--- src/rtl/shift_unit_pipe.sv ---
// ---------------------------------------------------------------------------
// shift_unit_pipe
//
// Pipelined barrel shifter for the ALU datapath. It takes a DATA_W-bit
// operand and shifts it by SHAMT places. The modes are logical left,
// logical right, arithmetic right, rotate left and rotate right. Each
// result carries a carry-out, a zero flag and an error flag for reserved
// modes.
//
// The SHAMT_W log stages (stage k shifts by 2^k) are spread over
// PIPE_STAGES register groups. When the split is uneven, the first groups
// take the extra stage. The last group is the output register.
// Valid/ready handshakes on both sides give full backpressure. The ready
// chain is combinational, so a full pipe can drain and accept on the same
// edge.
//
// Ports
//   CLK_SHIFT   in   1        clock, rising edge
//   RST_SHIFT   in   1        asynchronous reset, active low
//   IN_VALID    in   1        operand/amount/mode valid
//   IN_READY    out  1        unit accepts the input this cycle
//   A_IN_SHIFT  in   DATA_W   operand
//   SHAMT       in   SHAMT_W  shift amount
//   MODE        in   3        000 LSL, 001 LSR, 010 ASR, 011 ROL, 100 ROR
//   OUT_VALID   out  1        result valid
//   OUT_READY   in   1        downstream accepts the result
//   SHIFT_OUT   out  DATA_W   result
//   CARRY_OUT   out  1        last bit shifted out / last bit wrapped
//   ZERO_FLAG   out  1        SHIFT_OUT == 0
//   ERR_FLAG    out  1        result came from a reserved MODE
// ---------------------------------------------------------------------------
module shift_unit_pipe #(
    parameter int DATA_W      = 16,
    parameter int SHAMT_W     = $clog2(DATA_W),
    parameter int PIPE_STAGES = 2
) (
    input  logic               CLK_SHIFT,
    input  logic               RST_SHIFT,
    input  logic               IN_VALID,
    output logic               IN_READY,
    input  logic [DATA_W-1:0]  A_IN_SHIFT,
    input  logic [SHAMT_W-1:0] SHAMT,
    input  logic [2:0]         MODE,
    output logic               OUT_VALID,
    input  logic               OUT_READY,
    output logic [DATA_W-1:0]  SHIFT_OUT,
    output logic               CARRY_OUT,
    output logic               ZERO_FLAG,
    output logic               ERR_FLAG
);

    localparam logic [2:0] MODE_LSL = 3'b000;
    localparam logic [2:0] MODE_LSR = 3'b001;
    localparam logic [2:0] MODE_ASR = 3'b010;
    localparam logic [2:0] MODE_ROL = 3'b011;
    localparam logic [2:0] MODE_ROR = 3'b100;

    localparam int BASE_CNT  = SHAMT_W / PIPE_STAGES;
    localparam int EXTRA_CNT = SHAMT_W % PIPE_STAGES;

    // Number of log stages handled by register group g.
    function automatic int grpCount(input int g);
        return BASE_CNT + ((g < EXTRA_CNT) ? 1 : 0);
    endfunction

    // Index of the first log stage handled by register group g.
    function automatic int grpStart(input int g);
        return g * BASE_CNT + ((g < EXTRA_CNT) ? g : EXTRA_CNT);
    endfunction

    // One log stage: shift by 2^k and report the bit that leaves the word.
    // Each active stage overwrites the carry with its own outgoing bit, so
    // the carry after the last active stage is the bit at the boundary of
    // the whole shift. For rotates that is the last bit to wrap. Reserved
    // modes pass through untouched; the output group zeroes them.
    function automatic logic [DATA_W:0] shiftStep(
        input logic [DATA_W-1:0] d,
        input logic              c,
        input logic [2:0]        mode,
        input int                k
    );
        logic [DATA_W-1:0] n;
        logic              nc;
        int                amt;
        amt = 1 << k;
        n   = d;
        nc  = c;
        case (mode)
            MODE_LSL: begin
                n  = d << amt;
                nc = d[SHAMT_W'(DATA_W - amt)];
            end
            MODE_LSR: begin
                n  = d >> amt;
                nc = d[SHAMT_W'(amt - 1)];
            end
            MODE_ASR: begin
                n  = $signed(d) >>> amt;
                nc = d[SHAMT_W'(amt - 1)];
            end
            MODE_ROL: begin
                n  = (d << amt) | (d >> (DATA_W - amt));
                nc = n[0];
            end
            MODE_ROR: begin
                n  = (d >> amt) | (d << (DATA_W - amt));
                nc = n[DATA_W-1];
            end
            default: begin
                n  = d;
                nc = c;
            end
        endcase
        return {nc, n};
    endfunction

    // Inputs seen by each register group: group 0 reads the ports, and
    // every later group reads the register of the group before it.
    logic               w_grpValid [PIPE_STAGES];
    logic [DATA_W-1:0]  w_grpData  [PIPE_STAGES];
    logic [SHAMT_W-1:0] w_grpShamt [PIPE_STAGES];
    logic [2:0]         w_grpMode  [PIPE_STAGES];
    logic               w_grpCarry [PIPE_STAGES];

    logic [PIPE_STAGES-1:0] w_regValid;
    logic [PIPE_STAGES-1:0] w_load;
    logic                   r_active;

    // The unit refuses input until the first edge after reset release.
    // This keeps a transfer from being half-taken while the flops are
    // still held in reset.
    always_ff @(posedge CLK_SHIFT or negedge RST_SHIFT) begin
        if (!RST_SHIFT) begin
            r_active <= 1'b0;
        end else begin
            r_active <= 1'b1;
        end
    end

    assign w_grpValid[0] = IN_VALID & r_active;
    assign w_grpData[0]  = A_IN_SHIFT;
    assign w_grpShamt[0] = SHAMT;
    assign w_grpMode[0]  = MODE;
    assign w_grpCarry[0] = 1'b0;

    // Load-enable chain, computed from the output back to the input. A
    // group loads when it is empty or when the group after it loads. The
    // output group loads when downstream takes the result or holds none.
    always_comb begin
        w_load = '0;
        w_load[PIPE_STAGES-1] = OUT_READY | ~w_regValid[PIPE_STAGES-1];
        for (int i = PIPE_STAGES - 2; i >= 0; i--) begin
            w_load[i] = ~w_regValid[i] | w_load[i+1];
        end
    end

    assign IN_READY = r_active & w_load[0];

    for (genvar g = 0; g < PIPE_STAGES; g++) begin : g_grp
        localparam int START = grpStart(g);
        localparam int COUNT = grpCount(g);

        logic [DATA_W-1:0] w_shData;
        logic              w_shCarry;
        logic [DATA_W:0]   w_step;

        // Apply this group's slice of log stages. Each stage runs only
        // when its SHAMT bit is set.
        always_comb begin
            w_shData  = w_grpData[g];
            w_shCarry = w_grpCarry[g];
            w_step    = '0;
            for (int k = START; k < START + COUNT; k++) begin
                if ((w_grpShamt[g] & (SHAMT_W'(1) << k)) != '0) begin
                    w_step    = shiftStep(w_shData, w_shCarry, w_grpMode[g], k);
                    w_shData  = w_step[DATA_W-1:0];
                    w_shCarry = w_step[DATA_W];
                end
            end
        end

        if (g < PIPE_STAGES - 1) begin : g_mid
            logic               r_valid;
            logic [DATA_W-1:0]  r_data;
            logic [SHAMT_W-1:0] r_shamt;
            logic [2:0]         r_mode;
            logic               r_carry;

            // Intermediate register group. The payload is captured only
            // when a real transaction arrives, so bubbles leave it alone.
            always_ff @(posedge CLK_SHIFT or negedge RST_SHIFT) begin
                if (!RST_SHIFT) begin
                    r_valid <= 1'b0;
                    r_data  <= '0;
                    r_shamt <= '0;
                    r_mode  <= '0;
                    r_carry <= 1'b0;
                end else if (w_load[g]) begin
                    r_valid <= w_grpValid[g];
                    if (w_grpValid[g]) begin
                        r_data  <= w_shData;
                        r_shamt <= w_grpShamt[g];
                        r_mode  <= w_grpMode[g];
                        r_carry <= w_shCarry;
                    end
                end
            end

            assign w_regValid[g]   = r_valid;
            assign w_grpValid[g+1] = r_valid;
            assign w_grpData[g+1]  = r_data;
            assign w_grpShamt[g+1] = r_shamt;
            assign w_grpMode[g+1]  = r_mode;
            assign w_grpCarry[g+1] = r_carry;
        end else begin : g_out
            logic              r_valid;
            logic [DATA_W-1:0] r_data;
            logic              r_carry;
            logic              r_zero;
            logic              r_err;
            logic              w_reserved;

            assign w_reserved = (w_grpMode[g] > MODE_ROR);

            // Output register group. The flags are formed here and
            // registered together with the result. With no new
            // transaction the result and flags hold their last values.
            always_ff @(posedge CLK_SHIFT or negedge RST_SHIFT) begin
                if (!RST_SHIFT) begin
                    r_valid <= 1'b0;
                    r_data  <= '0;
                    r_carry <= 1'b0;
                    r_zero  <= 1'b0;
                    r_err   <= 1'b0;
                end else if (w_load[g]) begin
                    r_valid <= w_grpValid[g];
                    if (w_grpValid[g]) begin
                        if (w_reserved) begin
                            r_data  <= '0;
                            r_carry <= 1'b0;
                            r_zero  <= 1'b1;
                            r_err   <= 1'b1;
                        end else begin
                            r_data  <= w_shData;
                            r_carry <= w_shCarry;
                            r_zero  <= (w_shData == '0);
                            r_err   <= 1'b0;
                        end
                    end
                end
            end

            assign w_regValid[g] = r_valid;
            assign OUT_VALID     = r_valid;
            assign SHIFT_OUT     = r_data;
            assign CARRY_OUT     = r_carry;
            assign ZERO_FLAG     = r_zero;
            assign ERR_FLAG      = r_err;
        end
    end

endmodule

--- config.mk ---
export PLATFORM = sky130hd
export DESIGN_NAME = shift_unit_pipe
export DESIGN_NICKNAME = d
export VERILOG_FILES = /design/src/rtl/shift_unit_pipe.sv
export SDC_FILE = /design/constraint.sdc
export NUM_CORES = 1
export LEC_CHECK = 0
export ABC_AREA = 1
export CAP_MARGIN = 20
export CORE_ASPECT_RATIO = 1.25
export CORE_MARGIN = 5
export CORE_UTILIZATION = 35
export DETAILED_ROUTE_END_ITERATION = 8
export PLACE_DENSITY_LB_ADDON = 0.15
export SLEW_MARGIN = 20
export SYNTH_ARGS = -nofsm -noshare
export SYNTH_HDL_FRONTEND = slang
export SYNTH_SLANG_ARGS = --single-unit
--- constraint.sdc ---
create_clock -name CLK_SHIFT -period 2.88 [get_ports CLK_SHIFT]
set_input_delay 0.432 -clock CLK_SHIFT [delete_from_list [all_inputs] [get_ports CLK_SHIFT]]
set_output_delay 0.432 -clock CLK_SHIFT [all_outputs]
set_load 0.01 [all_outputs]
## Word-level counts from Yosys, hierarchy flattened

Cells that the tools add are included.

| word-level totals | value |
|---|---|
| flip-flop bits (word level) | 46 |
| input bits | 27 |
| output and inout port bits | 21 |

| cells by class | value |
|---|---|
| order comparisons | 1 |
| equality and inequality tests | 8 |
| muxes and demuxes | 20 |
| bitwise logic cells | 13 |
| reductions and logical operators | 8 |

Operators with widths:

| cell | count |
|---|---|
| $pmux W16 S5 | 3 |
| $mux W16 | 5 |
| $pmux W16 S4 | 1 |
| $logic_not A16 Y1 | 1 |
| $or A12 B16 Y16 | 1 |
| $or A14 B16 Y16 | 1 |
| $or A15 B16 Y16 | 1 |
| $or A16 B1 Y16 | 1 |
| $or A16 B2 Y16 | 1 |
| $or A16 B4 Y16 | 1 |
| $or A8 B16 Y16 | 1 |
| $pmux W1 S4 | 4 |
| $eq A3 B2 Y1 const B | 4 |
| $mux W1 | 7 |
| $eq A3 B1 Y1 const B | 2 |
| $eq A3 B3 Y1 const B | 2 |
| $logic_not A3 Y1 | 2 |
| $reduce_or A2 Y1 | 3 |
| $reduce_and A2 Y1 | 2 |
| $gt A3 B3 Y1 const B | 1 |
| $and A1 B1 Y1 | 2 |
| $not A1 Y1 | 2 |
| $or A1 B1 Y1 | 2 |

## Longest topological paths before layout

| depth | value |
|---|---|
| depth after elaboration | 8 |
| mapped depth | 15 |

## Worst setup path before layout

Ideal clock, no wire load.

| path | value |
|---|---|
| kind | in2reg |
| from | in MODE[2] |
| to | reg g_grp[0].g_mid.r_data[11] |
| data arrival time | 1645 ps |
| required time | 2760 ps |
| setup slack | 1115 ps |
| stages | 14 |
| buffers on the path | 2 |
| cell sequence | inv_1 -> nand3_2 -> nand2_2 -> inv_2 -> nand2_2 -> nand2_2 -> inv_2 -> buf_6 -> buf_6 -> nand2_1 -> nand2_1 -> o21ai_1 -> o21ai_1 -> nand2_1 |

| on the way | value |
|---|---|
| longest elaborated chain between the ends | 6 |
| elaborated cells between the ends (all ways) | 11 |

RTL lines:

| element | line | source |
|---|---|---|
| start: declaration | 43 | `input logic [2:0] MODE,` |
| $eq A3 B3 Y1 (tied with other cells) | 88 | `case (mode)` |
| $pmux W16 S5 | 88 |  |
| $mux W16 | 174 | `if ((w_grpShamt[g] & (SHAMT_W'(1) << k)) != '0) begin` |
| $or A14 B16 Y16 / $or A16 B2 Y16 (equally long branches) | 106, 102 |  |
| $pmux W16 S5 | 88 |  |
| $mux W16 (*) | 174 |  |
| end signal: assignment | 201 | `r_data <= w_shData;` |
| end: declaration | 184 | `logic [DATA_W-1:0] r_data;` |

Mark *: on every way between the ends. The rest lies on a longest branch, timed or not.
A chain may end at the register's enable or synchronous reset.

## Worst setup path after layout

| path | value |
|---|---|
| from | in MODE[1] |
| to | reg g_grp[0].g_mid.r_data[3] |

The elaborated chain is that of the path after synthesis.

==> key figures <==
CTS
  • CTS tree: done
  • H-Tree Depth: 2
  • Skew-Pair Late Insertion Delay: 0.29 ns
  • CTS Buf Count: 5
  • CTS Buffer Depth: 2
  • Post-CTS setup buffers: 0
  • # clock sinks: 44
  • Cts repair resizes: 0
  • CTS root buf: clkbuf_16
  • CTS Hold Bufs: 0
  • CTS clk-pin slew, worst paths: 0.06 ns

Routing
  • First-pass DRT Iterations: 4
  • # DRC: 0
  • Drt total wl: 9.10 mm
  • Drt wl/cell: 13.8 µm
  • Vias/cell: 5.12
  • Vias: 3368
  • Remaining antenna violation count: 0
  • Iter 0 DRT Violations: 119

Synthesis
  • EDFF count, synth: 0
  • Main synth FF type: dfrtp_1
  • Share of synthesized registers carrying an async set or reset: 100%
  • Register area share after synthesis: 34.2%
  • Synth warnings: 0
  • Syn_area_per_cell: 6.56 µm²
  • Post-Syn Area: 3220 µm²
  • Synth cell types: 32
  • Synthesized net count: 518
  • Register bit total from synthesis: 44
  • Mapped Cells: 491

Min path
  • Worst hold path class: primary input to async pin

Finish
  • Nets: 561
  • Area growth syn-to-layout: 23.7%
  • Area taken by multi-input logic gates: 1860 µm²
  • Layout cells sized above 1: 8.41%
  • ANT cells: 0
  • Fillcell total: 1017
  • Reg area: 1100 µm²

Worst setup path
  • Slowest stage delay, CP: 0.45 ns
  • Required time worst endpoint: 3.05 ns
  • Reg-to-reg slack, setup: 0.59 ns
  • Most used cell, CP: o21ai_0
  • Cells along the critical path: clkdlybuf4s50_1 -> inv_1 -> nand3_1 -> inv_2 -> nor2_8 -> nand2_2 -> nand2_2 -> inv_2 -> nand2_1 -> o21ai_1 -> o21ai_0 -> o21ai_0 -> o21ai_0
  • Slowest cell on crit path: clkdlybuf4s50_1
  • Worst EP arrival: 2.49 ns
  • Worst Setup Start Kind: primary input
  • CP Capture Type: flop
  • Critical setup path kind: primary input to flop
  • Crit path max fanout: 29

Die
  • Core area: 9080 µm²
  • Initial Utilization: 35.5%
  • Die width: 95.8 µm
  • Ports: 48
  • Row count: 39
  • Die ar.: 11200 µm²
  • Die Y: 117 µm

Placement
  • DP Worst Slack: 0.242 ns
  • GPL Wtd Cong: 0.902
  • DP Wirelength: 7.25 mm
  • Port buffer count: 47

STA
  • Worst slew pin tran: 0.713 ns
  • Finish-stage setup viols: 0
  • Hold Slack: 0.134 ns
  • Max transition margin: 52.4%
  • Layout Skew: 0.00357 ns
  • Unrepaired setup endpoints after global routing: no
  • Setup TNS: 0 ns
  • Max Fclk: 430 MHz
  • Period utilisation layout: 80.8%
  • Period minus WS final: 2.33 ns
  • Max Slew Vio Count: 0
  • Final hold violation count: 0
  • Final setup margin: 0.553 ns

Global routing
  • Global Route Usage Sum: 17.8%
  • Initial antenna violation count: 0
  • First-pass GRT wire length: 15.8 mm
  • Grt ovf: 0
  • Largest net degree at the start of global routing: 45
  • Vias in the first global route: 3250

Power and ir drop
  • LEAKAGE: 1.92 nW
  • Clk pwr share: 25.7%
  • Pint: 1.71 mW
  • Peak VDD IR: 0.231 mV
  • Switching share of power: 36.2%
  • Combinational Power Share: 40.9%
  • PwrDens: 672 nW/µm²
  • Seq pwr share: 33.5%
  • Psw: 0.969 mW

Job
  • Max_cap viols: 0

Status
  • Outcome: finished, final reports clean
logic make-up after synthesis:
logic type,after synthesis,synth area share (%)
compound gates,118,20.9
other cells,1,0.116
flops,44,34.2
simple gates,270,36.7
buf+inv,58,8.01
layer usage:
metal	global-route usage, %	vias up	wire, µm
li1	-	1721	-
met1	21.3	1551	3860
met2	31.2	79	4620
met3	2.11	17	289
met4	9.11	0	326
met5	0	-	0
cells in the final DEF (no fill, tap or decap), types with 2 or more instances in the layout:
master,instances
nand2_1,168
clkdlybuf4s50_1,46
nand3_1,45
dfrtp_1,44
a21oi_1,33
o21ai_0,31
inv_1,29
nor2_1,28
o21ai_1,23
a22oi_1,15
or2_1,11
buf_4,11
inv_2,7
nand2_2,7
a22o_1,6
clkbuf_16,5
o22ai_1,4
o21ai_2,3
nand3_2,2
nand4_1,2
o211ai_1,2
or2_2,2
clkbuf_8,2
Yosys cell counts (2+ instances only):
cell type	count	area [µm²]
nand2_1	168	631
nand3_1	45	225
dfrtp_1	44	1100
a21oi_1	33	165
o21ai_0	31	155
inv_1	29	109
nor2_1	28	105
o21ai_1	23	115
a22oi_1	15	113
clkbuf_1	12	45.0
or2_1	11	68.8
inv_2	7	26.3
nand2_2	7	43.8
a22o_1	6	52.6
buf_6	4	45.0
o22ai_1	4	25.0
buf_2	3	15.0
o21ai_2	3	26.3
nand3_2	2	20.0
nand4_1	2	12.5
o211ai_1	2	15.0
or2_2	2	12.5
flip-flops by register name (all words and copies together), names as in the netlist:
register	flops
g_grp.g_mid.r_shamt	2
g_grp.g_mid.r_data	16
ZERO_FLAG	1
SHIFT_OUT	16
r_active	1
CARRY_OUT	1
OUT_VALID	1
g_grp.g_mid.r_valid	1
ERR_FLAG	1
g_grp.g_mid.r_mode	3
g_grp.g_mid.r_carry	1
area by class of cell:
cell class              instances  area share [%]
well taps                     123            3.86
multi-input cells             389            46.7
inverters                      37            3.55
clock buffers                   7            3.83
flip-flops and latches         44            27.6
repair buffers                 57            13.6
clock inverters                 1           0.754
critical path: cells and delay by family:
family	cells	cell delay, ns
compound gates	4	0.57
simple gates	5	0.41
buf+inv	4	1.06
through the flow:
| step | power (mW) | cell area (µm²) | instances | util (%) |
|---|---|---|---|---|
| after floorplan | 1.57 | 3220 | 491 | - |
| after global placement | 2.00 | 3800 | 650 | 41.8 |
| after detailed placement | 2.01 | 3800 | 650 | 41.8 |
| after CTS | 2.71 | 3980 | 658 | 43.9 |
| after global routing | 2.88 | 3980 | 658 | 43.9 |
| final | 2.68 | 3980 | 658 | 43.9 |
path summary, 6_finish.rpt:
kind,depth (start not counted),end,start
worst max-delay path,13,g_grp[0].g_mid.r_data[3],MODE[1]
worst min-delay path,1,g_grp[0].g_mid.r_valid,RST_SHIFT
worst max register to register,12,ZERO_FLAG,g_grp[0].g_mid.r_mode[1]
worst min register to register,2,SHIFT_OUT[8],SHIFT_OUT[8]
max in group asynchronous,1,g_grp[0].g_mid.r_data[13],RST_SHIFT
min in group CLK_SHIFT,2,SHIFT_OUT[8],SHIFT_OUT[8]
power by group through the flow:
stage	logic, mW	registers, mW	clock network, mW
floorplan	0.640	0.928	0
global placement	1.10	0.903	0
detailed placement	1.10	0.907	0
CTS	1.10	0.897	0.708
global route	1.24	0.918	0.727
finish	1.09	0.895	0.688
Note: power is estimated with default switching activity, not from simulation.
